[config.mk]
export PLATFORM = sky130hd
export DESIGN_NAME = mod_updown_counter
export DESIGN_NICKNAME = d
export VERILOG_FILES = /design/src/rtl/mod_updown_counter.sv
export SDC_FILE = /design/constraint.sdc
export NUM_CORES = 1
export LEC_CHECK = 0
export ABC_AREA = 1
export BUFFER_PORTS_ARGS = -buffer_cell sky130_fd_sc_hd__buf_2
export CAP_MARGIN = 15
export CORE_AREA = 2 2 39 41
export DETAILED_ROUTE_END_ITERATION = 16
export DIE_AREA = 0 0 41 43
export PLACE_DENSITY_LB_ADDON = 0.3
export SLEW_MARGIN = 15
export SYNTH_ARGS = -nofsm -noshare
export SYNTH_HDL_FRONTEND = slang
export SYNTH_SLANG_ARGS = --single-unit
[constraint.sdc]
create_clock -name clk -period 1.7 [get_ports clk]
set_input_delay 0 -clock clk [delete_from_list [all_inputs] [get_ports clk]]
set_output_delay 0 -clock clk [all_outputs]
set_load 0.01 [all_outputs]
[src/rtl/mod_updown_counter.sv]
// Modulo-N up/down counter with sync clear/load, terminal count, wrap pulse and sticky overflow.
// Optional registered Gray-code output enabled by defining MOD_UPDOWN_COUNTER_GRAY_EN.
module mod_updown_counter #(
  parameter int WIDTH   = 3,
  parameter int MODULUS = 8
) (
  input  logic             clk,
  input  logic             rst,
  input  logic             en,
  input  logic             up_dn,
  input  logic             clr,
  input  logic             load,
  input  logic [WIDTH-1:0] load_val,
  input  logic             ovf_clr,
  output logic [WIDTH-1:0] count,
  output logic             tc,
  output logic             wrap,
`ifdef MOD_UPDOWN_COUNTER_GRAY_EN
  output logic             ovf,
  output logic [WIDTH-1:0] gray
`else
  output logic             ovf
`endif
);

  // Largest legal count; for MODULUS == 2**WIDTH this is all ones, so wrap is plain binary overflow.
  localparam logic [WIDTH-1:0] LP_MAX = WIDTH'(MODULUS - 1);

  logic [WIDTH-1:0] r_count;
  logic             r_wrap;
  logic             r_ovf;
  logic [WIDTH-1:0] w_next;
  logic             w_at_max;
  logic             w_at_zero;
  logic             w_tc;

  assign w_at_max  = (r_count == LP_MAX);
  assign w_at_zero = (r_count == '0);
  assign w_tc      = en & ~clr & ~load & ((up_dn & w_at_max) | (~up_dn & w_at_zero));

  always_comb begin
    w_next = r_count;
    if (clr) begin
      w_next = '0;
    end else if (load) begin
      // Out-of-range load values saturate to the top of the sequence.
      w_next = (load_val <= LP_MAX) ? load_val : LP_MAX;
    end else if (en) begin
      if (up_dn) begin
        w_next = w_at_max ? '0 : r_count + 1'b1;
      end else begin
        w_next = w_at_zero ? LP_MAX : r_count - 1'b1;
      end
    end
  end

  always_ff @(posedge clk or negedge rst) begin
    if (!rst) begin
      r_count <= '0;
      r_wrap  <= 1'b0;
      r_ovf   <= 1'b0;
    end else begin
      r_count <= w_next;
      r_wrap  <= w_tc;
      // A wrap on the same edge wins over ovf_clr; clr wins over both.
      if (clr) begin
        r_ovf <= 1'b0;
      end else if (w_tc) begin
        r_ovf <= 1'b1;
      end else if (ovf_clr) begin
        r_ovf <= 1'b0;
      end
    end
  end

`ifdef MOD_UPDOWN_COUNTER_GRAY_EN
  logic [WIDTH-1:0] r_gray;

  always_ff @(posedge clk or negedge rst) begin
    if (!rst) begin
      r_gray <= '0;
    end else begin
      r_gray <= w_next ^ (w_next >> 1);
    end
  end

  assign gray = r_gray;
`endif

  assign count = r_count;
  assign tc    = w_tc;
  assign wrap  = r_wrap;
  assign ovf   = r_ovf;

endmodule

==> results of run 1 <==
-- metal layers --
layer	global-route usage	routed length, µm
met5	0	0
met4	0.0800	0
met3	0.0314	21
met2	0.194	475
met1	0.134	357
-- critical path: cells and delay by family, from the launching register on --
kind / cells / cell delay [ns]
compound gates: 1 / 0.21
fa+ha+maj: 2 / 0.42
buf+inv: 2 / 0.18
flops: 1 / 0.41
simple gates: 1 / 0.07
-- power by group through the flow --
stage | clock [mW] | combinational, mW | sequential, mW
global placement | 0 | 0.100 | 0.140
floorplan | 0 | 0.0611 | 0.144
detailed placement | 0 | 0.101 | 0.141
global route | 0.161 | 0.123 | 0.141
finish | 0.136 | 0.104 | 0.139
CTS | 0.145 | 0.105 | 0.140
-- metrics by stage --
step	instance area, µm²	setup WS, ns	instances	hold WS [ns]	power [mW]
global placement	487	0.301	91	-0.180	0.241
detailed placement	487	0.251	91	-0.179	0.243
global route	533	0.0402	97	0.100	0.425
finish	533	0.163	97	0.0530	0.378
floorplan	392	0.283	60	-0.296	0.205
CTS	533	0.130	97	0.0477	0.389
-- area by class of cell --
type	instances	area, µm²	area share
Clock buffer	4	26.3	0.0493
Inverter	11	41.3	0.0775
Multi-Input combinational cell	44	225	0.423
Sequential cell	5	125	0.235
Tap cell	16	20.0	0.0376
Timing Repair Buffer	17	95.1	0.178
-- worst min path at each step --
stage                to  slack (ns)  cells past startpoint
5_1_grt             ovf        0.10                      4
4_1_cts             ovf        0.05                      4
2_1_floorplan  count[0]       -0.30                      0
3_3_place_gp        ovf       -0.18                      1
3_5_place_dp       wrap       -0.18                      1
6_report            ovf        0.05                      4
-- flip-flops by register name, indices dropped and copies added, names as in the netlist --
signal,flops
count,3
ovf,1
wrap,1
-- what timing repair did --
item	4_1_cts	5_1_grt
hold endpoints to repair	6	0
setup endpoints to repair	0	0
hold buffers	2	0
gates resized for setup	0	0
-- cell usage after synthesis --
library cell and number:
a21oi_1 2, nor2_1 9, o21ai_1 1, inv_2 1, inv_1 10, dfrtp_1 5
ha_1 5, o211a_1 1, nand2_1 22, o21ai_0 3, or2_0 1
-- cell families (layout without fill, tap and decap cells) --
kind of cell,after synthesis,in the layout,synth area share
and+or+nand+nor,32,32,0.313
AOI/OAI and AO/OA,7,7,0.102
adders and majority gates,5,5,0.160
buffers and inverters,11,32,0.105
DFF,5,5,0.319
==> flow_summary.ini, run 1 <==
[yosys]
syn_inst = 60
ys_seq_area_frac = 0.319
synth_area_leaders = dfrtp_1, nand2_1, ha_1
syn_area_um2 = 392
syn_area_per_cell_um2 = 6.53
yosys_register_bits = 5
syn_nets = 75
synth_cell_types = 11
synth_top_area_frac = 0.319
yosys_warnings = 0
yosysTopAreaCell = dfrtp_1

[cells_and_area]
drive_gt1_frac = 0.235
final_common_cell = nand2_1
final_core_util = 0.385
area_growth_pct = 36.1
final_nets = 97
final_cell_mix = nand2_1, buf_2, inv_1
diodes = 0
nFillCells = 153

[sta]
rsz0062_at_grt = false
final-setup-viol-count = 0
finalClockSkew_ns = 0.00370
worst_pin_slew_ns = 0.194
fmaxAchievable_mhz = 651
slew_headroom = 0.871
drv_slew = 0
setup-tns-final_ns = 0
post-route-min-period_ns = 1.54
finalHoldViolations = 0
layout_worst_path_cycle_share = 0.904

[route]
dr.pass1.iters = 4
viasPerCell = 4.09
drt-total-wl_um = 855
dr.first_iter.drc_count = 2
route.vias.total = 397
route.detailed.drc = 0
antenna_left = 0
wl_per_cell_um = 8.81

[clock_tree]
cts_tree = built
clkSinkCount = 5
clk_pin_slew_ns = 0.04
cts_root_buffer = clkbuf_4
cts_setup_buffers = 0
htree_levels = 1
cts_made_buffers = 3
insertion_delay_ns = 0.24
cts_buffer_depth = 2

[worst_setup_path]
arrival_ns = 1.54
critPathMaxFanout = 5
r2r_start = count[0]
path_cells = ha_1, ha_1, o211a_1, nand2_1, inv_1, buf_2
worstPathRequired_ns = 1.70
worst-r2r-setup-slack_ns = 0.26
slowest_delay_ns = 0.41
crit_start = count[0]
cp_slowest_cell = dfrtp_1
reg2reg_depth = 7
crit_type = reg -> out
cp-start-kind = flip-flop
endpoint = tc
r2r-end = count[2]
worstSetupEndpointType = output pin
critPathMostFrequentCell = ha_1

[floorplanning]
initial_core_util = 0.283
die_area_mm2 = 0.00176
die_h_um = 43
die_w_um = 41
fp-row-count = 14
io_pins = 16
core_area_mm2 = 0.00138

[power_and_ir_drop]
cellPowerDensity_mw_per_mm2 = 710
p_int_uw = 262
p_sw_uw = 116
swShare = 0.307
p_comb_frac = 0.274
peakVddDrop_uv = 359
pwr-share-seq = 0.368
clock_power_share = 0.359
leakagePower_nw = 0.352

[global_routing]
antenna_found_initial = 0
grt-ovfl-total = 0
grt_pass1_wl_um = 1410
grt_pass1_vias = 374
grt_max_degree = 7
grt_util_all_layers = 0.122

[outcome]
status = finished, final reports clean

[placed_design]
io_buffers = 15
hpwl_um = 684
gp_congestion = 0.726

[job]
drv_cap = 0

[hold_path]
hold_class = in -> reg
hp-start = clr
Note: power is estimated with default switching activity, not from simulation.
==> run 2, diff against run 1 <==
--- a/config.mk
+++ b/config.mk
@@ -6,12 +6,14 @@
 export NUM_CORES = 1
 export LEC_CHECK = 0
 export ABC_AREA = 1
+export ABC_CLOCK_PERIOD_IN_PS = 1700
 export BUFFER_PORTS_ARGS = -buffer_cell sky130_fd_sc_hd__buf_2
 export CAP_MARGIN = 15
 export CORE_AREA = 2 2 39 41
 export DETAILED_ROUTE_END_ITERATION = 16
 export DIE_AREA = 0 0 41 43
 export PLACE_DENSITY_LB_ADDON = 0.3
+export SETUP_SLACK_MARGIN = 0.2
 export SLEW_MARGIN = 15
 export SYNTH_ARGS = -nofsm -noshare
 export SYNTH_HDL_FRONTEND = slang
==> flow_summary.ini, run 2 (synthesized netlist as in run 1, its figures left out) <==
[sta]
final-setup-viol-count = 0
layout_setup_ws_ns = 0.284
worst_pin_slew_ns = 0.203
fmaxAchievable_mhz = 706
slew_headroom = 0.864
post-route-min-period_ns = 1.42
finalHoldViolations = 0
setup-tns-final_ns = 0
rsz0062_at_grt = false
layout_worst_path_cycle_share = 0.833
finalClockSkew_ns = 0.00392
drv_slew = 0

[floorplanning]
die_w_um = 41
initial_core_util = 0.283
io_pins = 16
die_area_mm2 = 0.00176
core_area_mm2 = 0.00138
fp-row-count = 14
die_h_um = 43

[worst_setup_path]
arrival_ns = 1.42
critPathMaxFanout = 2
cp_slowest_cell = dfrtp_1
r2r_start = count[1]
reg2reg_depth = 7
worstPathRequired_ns = 1.70
cp-start-kind = flip-flop
slowest_delay_ns = 0.38
r2r-end = count[2]
critPathMostFrequentCell = ha_2
path_cells = ha_2, ha_2, o211a_1, nand2_2, inv_2, buf_6
crit_type = reg -> out
worst-r2r-setup-slack_ns = 0.36
worstSetupEndpointType = output pin

[cells_and_area]
drive_gt1_frac = 0.345
largest_reg_flops = 3
final_common_cell = nand2_1
diodes = 0
final_design_area_no_fill_um2 = 582
final_cell_mix = nand2_1, buf_2, nor2_1
nFillCells = 147
area_growth_pct = 48.6
final_cells = 100
final_nets = 100

[global_routing]
grt_pass1_vias = 388
grt_max_degree = 7
grt_util_all_layers = 0.123
grt-ovfl-total = 0
grt_pass1_wl_um = 1430
antenna_found_initial = 0

[power_and_ir_drop]
leakagePower_nw = 0.362
peakVddDrop_uv = 359
cellPowerDensity_mw_per_mm2 = 690
p_sw_uw = 125
p_int_uw = 277
p_comb_frac = 0.321
clock_power_share = 0.338
pwr-share-seq = 0.340
swShare = 0.311
power_uw = 402

[clock_tree]
clk_pin_slew_ns = 0.04
cts_tree = built
htree_levels = 1
cts_made_buffers = 3
clkSinkCount = 5
insertion_delay_ns = 0.24
cts_buffer_depth = 2
cts_root_buffer = clkbuf_4

[route]
viasPerCell = 4.19
antenna_left = 0
wl_per_cell_um = 9.11
route.vias.total = 419
dr.pass1.iters = 3
dr.first_iter.drc_count = 4
drt-total-wl_um = 911
route.detailed.drc = 0

[placed_design]
place_area_um2 = 487
io_buffers = 15
hpwl_um = 684
dp.cells = 91
place_ws_ns = 0.251
gp_congestion = 0.726

[hold_path]
hp-start = clr
hold_path_depth = 4
hold_class = in -> reg
whs_endpoint = ovf

[job]
drv_cap = 0

[outcome]
status = finished, final reports clean
[run 2: per-layer routing]
layer  vias to the layer above  wire length, µm  GRT usage
li1                        228                -          -
met1                       186              390      0.131
met2                         5              499      0.200
met3                         0               21     0.0314
met4                         0                0     0.0800
met5                         -                0          0
[run 2: metrics by stage]
step | hold WS (ns) | utilization
after floorplan | -0.296 | -
after global placement | -0.180 | 0.352
after detailed placement | -0.179 | 0.352
after CTS | 0.0477 | 0.403
after global routing | 0.100 | 0.420
final | 0.0527 | 0.420
[run 2: worst max-delay path: cells and delay by family (launching register included)]
kind | cells | cell delay (ns)
AO/OA/AOI/OAI | 1 | 0.22
adder cells (fa/ha/maj) | 2 | 0.35
buffers and inverters | 2 | 0.15
flip-flops | 1 | 0.38
AND/OR/NAND/NOR | 1 | 0.07
[run 2: area by class of cell]
type                    instances  area, µm²  share of cell area
multi-input cells              44        245               0.422
flip-flops and latches          5        125               0.215
repair buffers                 20        124               0.213
inverters                      11       41.3              0.0710
clock buffers                   4       26.3              0.0452
well taps                      16       20.0              0.0344
[run 2: what timing repair did]
| item | in CTS | in global routing |
|---|---|---|
| endpoints found under the hold margin | 6 | 0 |
| hold buffers | 2 | 0 |
| gates cloned | 0 | 0 |
| endpoints found under the setup margin | 1 | 1 |
| gates resized for setup | 1 | 8 |
| buffers inserted | 3 | 0 |
| pin swaps | 0 | 2 |
[run 2: how the worst max path moves through the flow]
stage / endpoint / from / slack, ns / cells past startpoint
floorplan: count[2] / count[0] / 0.28 / 7
global placement: count[2] / count[0] / 0.30 / 7
detailed placement: count[2] / count[0] / 0.25 / 7
CTS: tc / count[0] / 0.21 / 8
global route: tc / count[1] / 0.21 / 6
finish: tc / count[1] / 0.28 / 6
[run 2: power by group through the flow]
stage	Sequential, mW	Clock (mW)	Combinational [mW]
final	0.137	0.136	0.129
after detailed placement	0.141	0	0.101
after global placement	0.140	0	0.100
after floorplan	0.144	0	0.0611
after global routing	0.137	0.161	0.149
after CTS	0.137	0.145	0.120
